<file path="config.mk">
export PLATFORM = sky130hd
export DESIGN_NAME = wavetable_player
export DESIGN_NICKNAME = d
export VERILOG_FILES = /design/src/rtl/wavetable_player.sv
export SDC_FILE = /design/constraint.sdc
export NUM_CORES = 1
export LEC_CHECK = 0
export CAP_MARGIN = 20
export CORE_UTILIZATION = 50
export CTS_CLUSTER_SIZE = 25
export DETAILED_ROUTE_END_ITERATION = 8
export PLACE_DENSITY = 0.78
export SYNTH_ARGS = -nofsm -noshare
export SYNTH_HDL_FRONTEND = slang
export SYNTH_SLANG_ARGS = --single-unit
</file>
<file path="constraint.sdc">
create_clock -name clk -period 9.1 [get_ports clk]
set_input_delay 2.73 -clock clk [delete_from_list [all_inputs] [get_ports clk]]
set_output_delay 2.73 -clock clk [all_outputs]
set_load 0.01 [all_outputs]
</file>
<file path="src/rtl/wavetable_player.sv">
// wavetable_player: fractional-phase wavetable sequencer (loop, one-shot, ping-pong) driving a single-port sample memory.
// Define WT_AMP_EN to add the amp port and an extra amplitude-scaling pipeline stage.
module wavetable_player #(
  parameter int DATA_W = 12,
  parameter int DEPTH  = 12,
  parameter int FRAC_W = 8,
  localparam int ADDR_W = $clog2(DEPTH),
  localparam int PH_W   = ADDR_W + FRAC_W
) (
  input  logic              clk,
  input  logic              rst,
  input  logic              start,
  input  logic [1:0]        mode,
  input  logic [PH_W-1:0]   step,
  input  logic              next,
  output logic              mem_read,
  output logic [ADDR_W-1:0] mem_addr,
  input  logic [DATA_W-1:0] mem_data,
`ifdef WT_AMP_EN
  input  logic [7:0]        amp,
`endif
  output logic [DATA_W-1:0] data,
  output logic              data_valid,
  output logic              busy,
  output logic              done
);

  typedef enum logic [1:0] {ST_IDLE, ST_RUN, ST_DONE} state_t;

  localparam logic [1:0] MODE_ONESHOT  = 2'd1;
  localparam logic [1:0] MODE_PINGPONG = 2'd2;

  // Table length, last-sample phase and twice that, all one bit wider than the phase
  localparam logic [PH_W:0] PH_L  = (PH_W+1)'(DEPTH << FRAC_W);
  localparam logic [PH_W:0] PH_M  = (PH_W+1)'((DEPTH - 1) << FRAC_W);
  localparam logic [PH_W:0] PH_M2 = (PH_W+1)'((DEPTH - 1) << (FRAC_W + 1));

  state_t            state_q, state_d;
  logic [PH_W-1:0]   phase_q, phase_d;
  logic              dir_q, dir_d;
  logic [1:0]        mode_q, mode_d;
  logic              accept;
  logic              last;
  logic [PH_W:0]     sum;

  logic              rd_v;
  logic              rd_last;

  always_comb begin
    state_d = state_q;
    phase_d = phase_q;
    dir_d   = dir_q;
    mode_d  = mode_q;
    accept  = 1'b0;
    last    = 1'b0;
    sum     = {1'b0, phase_q} + {1'b0, step};
    if (start) begin
      state_d = ST_RUN;
      phase_d = '0;
      dir_d   = 1'b0;
      mode_d  = mode;
    end else if (state_q == ST_RUN && next) begin
      accept = 1'b1;
      case (mode_q)
        MODE_ONESHOT: begin
          if (sum >= PH_L) begin
            state_d = ST_DONE;
            last    = 1'b1;
          end else begin
            phase_d = PH_W'(sum);
          end
        end
        MODE_PINGPONG: begin
          // Reflect off either end of the table so the turnaround sample is not repeated
          if (!dir_q) begin
            if (sum > PH_M) begin
              phase_d = PH_W'(PH_M2 - sum);
              dir_d   = 1'b1;
            end else begin
              phase_d = PH_W'(sum);
            end
          end else begin
            if (phase_q < step) begin
              phase_d = step - phase_q;
              dir_d   = 1'b0;
            end else begin
              phase_d = phase_q - step;
            end
          end
        end
        default: begin
          if (sum >= PH_L) begin
            phase_d = PH_W'(sum - PH_L);
          end else begin
            phase_d = PH_W'(sum);
          end
        end
      endcase
    end
  end

  always_ff @(posedge clk) begin
    if (rst) begin
      state_q <= ST_IDLE;
      phase_q <= '0;
      dir_q   <= 1'b0;
      mode_q  <= 2'd0;
    end else begin
      state_q <= state_d;
      phase_q <= phase_d;
      dir_q   <= dir_d;
      mode_q  <= mode_d;
    end
  end

  assign mem_read = accept;
  assign mem_addr = phase_q[PH_W-1:FRAC_W];
  assign busy     = (state_q == ST_RUN);

`ifdef WT_AMP_EN
  logic              sc_v;
  logic              sc_last;
  logic [DATA_W-1:0] sc_data;
  logic [DATA_W+7:0] prod;

  assign prod = {8'b0, mem_data} * {{DATA_W{1'b0}}, amp};
`endif

  // Read-return pipeline; the last-sample flag travels with the read so done lines up with data_valid
  always_ff @(posedge clk) begin
    if (rst) begin
      rd_v       <= 1'b0;
      rd_last    <= 1'b0;
      data       <= '0;
      data_valid <= 1'b0;
      done       <= 1'b0;
`ifdef WT_AMP_EN
      sc_v       <= 1'b0;
      sc_last    <= 1'b0;
      sc_data    <= '0;
`endif
    end else begin
      rd_v    <= accept;
      rd_last <= last;
`ifdef WT_AMP_EN
      sc_v    <= rd_v;
      sc_last <= rd_last;
      if (rd_v) begin
        sc_data <= DATA_W'(prod >> 8);
      end
      data_valid <= sc_v;
      done       <= sc_v & sc_last;
      if (sc_v) begin
        data <= sc_data;
      end
`else
      data_valid <= rd_v;
      done       <= rd_v & rd_last;
      if (rd_v) begin
        data <= mem_data;
      end
`endif
    end
  end

endmodule
</file>
# Yosys cells after proc, flatten, opt, wreduce, memory -nomap -nowiden
# Cells that the tools add are included.
word_totals:
  register_bits: 33
  wordCells: 51
op_classes:
  n_eq_ne: 4
  bitwise: 3
  n_addsub: 5
  mux: 16
  n_reduce_logical: 10
  magnitude_cmp: 3
op_table:
  columns: ["operator", "count"]
  rows:
  - ["$mux 12", 5]
  - ["$pmux 12 s2", 1]
  - ["$sub 12x12->12", 2]
  - ["$add 12x12->13", 1]
  - ["$ge 13x12->1 const B", 1]
  - ["$gt 13x12->1 const B", 1]
  - ["$lt 12x12->1", 1]
  - ["$sub 11x12->12 const A", 1]
  - ["$sub 12x12->12 const B", 1]
  - ["$mux 1", 10]
  - ["$reduce_and 3->1", 2]
  - ["$reduce_bool 2->1", 3]
  - ["$eq 2x1->1 const B", 2]
  - ["$reduce_and 2->1", 2]
  - ["$reduce_or 4->1", 1]
  - ["$eq 2x2->1 const B", 1]
  - ["$ne 2x2->1 const B", 1]
  - ["$not 1->1", 2]
  - ["$reduce_or 2->1", 1]
  - ["$and 1x1->1", 1]
  - ["$logic_and 1x1->1", 1]

# Longest topological paths before layout
depth:
  ltp_word: 6
  ltp_mapped: 16
  ltp_nobuf: 14

# Least setup slack after synthesis
# No wires, ideal clock.
synth_timing:
  path_kind: "input to output"
  start: "input start"
  end: "output mem_read"
  cell_stages: 2
  t_arrival_ns: 3.138
  path_buffers: 1
  setup_slack_ns: 3.232
  cell_sequence: "clkbuf_1 nor2_1"
synth_between:
  elab_chain_len: 1
synth_rtl:
  columns: ["item", "line_no", "rtl"]
  rows:
  - ["start: declaration", "12", "input logic start,"]
  - ["$mux 1", "57", "if (start) begin"]
  - ["end: declaration", "16", "output logic mem_read,"]
# Every way passes these cells.

# Worst setup path after layout
layout_timing:
  start: "input next"
  end: "output mem_read"
layout_between:
  elab_chain_len: 3
layout_rtl:
  columns: ["item", "line_no", "rtl"]
  rows:
  - ["start: declaration", "15", "input logic next,"]
  - ["$logic_and 1x1->1", "62", "end else if (state_q == ST_RUN && next) begin"]
  - ["$mux 1", "62", null]
  - ["$mux 1", "57", null]
# Every way passes these cells.

==> results.cfg <==
[cts]
clk_path_buf_depth = 2
cts_sinks = 33
tritoncts = built
clk_latency_ns = 0.30
clkSlewWorstSetupHoldPaths_ns = 0.08
cts_resized = 0
root_buffer = clkbuf_8
postCtsHoldBufs = 0
cts_buffers = 5
cts_setup_buffers = 0
htreeDepth = 2

[routing]
drtPass1Iterations = 5
viasPerCell = 6.112
wire_per_inst_um = 16.02
drcViolationCount = 0
ant_nets = 0
drtIter0Drc = 280
vias = 3704
totalWireLength_mm = 9.711

[synthesis]
synthCells = 478
ys_types = 80
synthArstFlopShare = 0
synth_fp_nets = 550
ys.flop_type = dfxtp_1
yosysWarnings = 0
ys_seq_area_frac = 0.1728
synth_enable_flop_cells = 0
syn_area_sq_um = 3824
synth_area_per_cell_sq_um = 7.999
ys_ff_latch = 33

[die]
die_h_um = 89.45
ios = 50
core_region_area_sq_um = 7331
dieArea_sq_um = 8001
dieWidth_um = 89.45
fp-row-count = 31
initial_utilization = 0.5216

[final_layout]
final_cells = 606
drive_gt1_frac = 0.08679
stdcell_area_sq_um = 4350
post-route-util = 0.5934
synthToLayoutAreaGrowth_pct = 13.78
diodes = 0
nets = 578

[power]
leakage_nw = 1.685
p_total_mw = 0.4252
ir_worst_vdd_uv = 110.4
p_per_area_nw_per_um2 = 97.74

[setup_path]
required_ns = 6.37
crit_path_start_kind = primary input
timing.rr.end = phase_q[9]
crit_top_cell = clkdlybuf4s50_1
slowest_stage = clkdlybuf4s50_1
worstPathCellList = clkdlybuf4s50_1 > nand2_1 > nor2_1 > clkdlybuf4s50_1
slowest_delay_ns = 0.59
crit_cells = 4
startpoint = next
cp_top_family = buffers and inverters
worst_r2r_path_depth = 13
reg2reg_from = phase_q[0]
critPathMaxFanout = 3
cp_num_buf_inv = 2
regToRegSetupSlack_ns = 5.08
cp-end-kind = output port
critPathKind = primary input to output port
cp-endpoint = mem_read
crit_arrival_ns = 4.09

[global_route]
grt_pass1_vias = 3403
grt_pass1_wl_mm = 15.84
grt_max_degree = 24
grt.overflow.total = 0
grt_util_all_layers = 0.2554
antenna_found_initial = 0

[placed_design]
port_buffers = 49
pre_cts_slack_ns = 2.161
dp.cells = 598
place.gp.congestion = 0.9369
dpl-instance-area_sq_um = 4259
dp_hpwl_mm = 7.518

[timing]
layout_setup_ws_ns = 2.278
slew_headroom = 0.4312
tightest_slew_ns = 0.8500
hold_viol_final = 0
rsz0062_at_grt = false
period_share = 0.7497
skew_ns = 0.009556
clock.fmax_mhz = 146.6
period_needed_ns = 6.822
drv_slew = 0
hold_ws_ns = 0.4307
finalSetupTns_ns = 0
final-setup-viol-count = 0

[run_status]
status = completed

[min_path]
hp-class = flip-flop to flip-flop

[run]
maxCapViolCount = 0
cell usage in the layout, fill, tap and decap left out, types with 4 or more instances in the layout:
| cell type | synthesis | routed |
|---|---|---|
| nand4_1 | 6 | 6 |
| o211ai_1 | 4 | 4 |
| nand3_1 | 18 | 18 |
| ha_1 | 39 | 39 |
| nand3b_1 | 5 | 5 |
| nor2_1 | 45 | 45 |
| a211oi_1 | 5 | 5 |
| and2_1 | 5 | 5 |
| clkbuf_8 | 0 | 5 |
| inv_1 | 40 | 40 |
| nand2_1 | 24 | 24 |
| a21o_1 | 6 | 6 |
| mux2_2 | 5 | 5 |
| o21ai_1 | 4 | 4 |
| dfxtp_1 | 33 | 33 |
| o21ai_0 | 23 | 23 |
| a31oi_1 | 9 | 9 |
| nor2b_1 | 7 | 7 |
| a21oi_1 | 34 | 34 |
| and3_1 | 6 | 6 |
| nor3_1 | 9 | 9 |
| mux2i_1 | 25 | 25 |
| xnor2_1 | 7 | 7 |
| clkdlybuf4s50_1 | 0 | 49 |
state kept, by name (all words and copies together), names as in the netlist:
| register | flops |
|---|---|
| data | 12 |
| data_valid | 1 |
| dir_q | 1 |
| done | 1 |
| mode_q | 2 |
| phase_q | 12 |
| rd_last | 1 |
| rd_v | 1 |
| state_q | 2 |
power breakdown:
group / switching [mW] / internal, mW / total [mW]
combinational: 0.0920 / 0.0664 / 0.158
clock: 0.0617 / 0.0537 / 0.115
sequential: 0.00365 / 0.148 / 0.151
cells in the mapped netlist (4+ instances only):
library cell / n / area share
a21o_1: 6 / 0.012
nor2b_1: 7 / 0.011
o21ai_0: 23 / 0.030
mux2_2: 5 / 0.015
nor3_1: 9 / 0.012
nand3b_1: 5 / 0.0098
buf_4: 8 / 0.016
ha_1: 39 / 0.13
nor2_1: 45 / 0.044
buf_6: 5 / 0.015
mux2i_1: 25 / 0.065
a31oi_1: 9 / 0.015
nand3_1: 18 / 0.024
xnor2_1: 7 / 0.016
dfxtp_1: 33 / 0.17
a211oi_1: 5 / 0.0098
and2_1: 5 / 0.0082
clkbuf_1: 8 / 0.0079
a21oi_1: 34 / 0.045
buf_2: 5 / 0.0065
nand4_1: 6 / 0.0098
nand2_1: 24 / 0.024
o21ai_1: 4 / 0.0052
and3_1: 6 / 0.0098
o211ai_1: 4 / 0.0079
inv_1: 40 / 0.039
layout make-up:
class,instances,area [sq um]
Fill cell,654,2980
Multi-Input combinational cell,375,2826
Sequential cell,33,660.6
Timing Repair Buffer,49,490.5
Inverter,42,157.7
Tap cell,99,123.9
Clock buffer,5,68.82
Clock inverter,3,22.52
how the worst min path moves through the flow:
stage / from / end / slack (ns) / depth (start not counted)
finish: rd_last / done / 0.43 / 1
global route: rd_last / done / 0.45 / 1
CTS: rd_last / done / 0.44 / 1
detailed placement: rd_last / done / 0.42 / 1
global placement: rd_last / done / 0.42 / 1
floorplan: rd_last / done / 0.41 / 1
cell families after synthesis:
group / synth area share
flops: 0.1728
xor+xnor: 0.03011
compound gates: 0.2772
buf+inv: 0.08802
fa+ha+maj: 0.1433
simple gates: 0.2084
mux: 0.08017
routing by layer:
metal	vias to the layer above	share of wire	wire, um	GRT usage
li1	1792	-	-	-
met1	1709	0.45	4347	0.3341
met2	179	0.46	4437	0.4192
met3	24	0.073	708	0.04432
met4	0	0.022	218	0.09812
met5	-	0	0	0
Power figures use the tool's default switching activity.
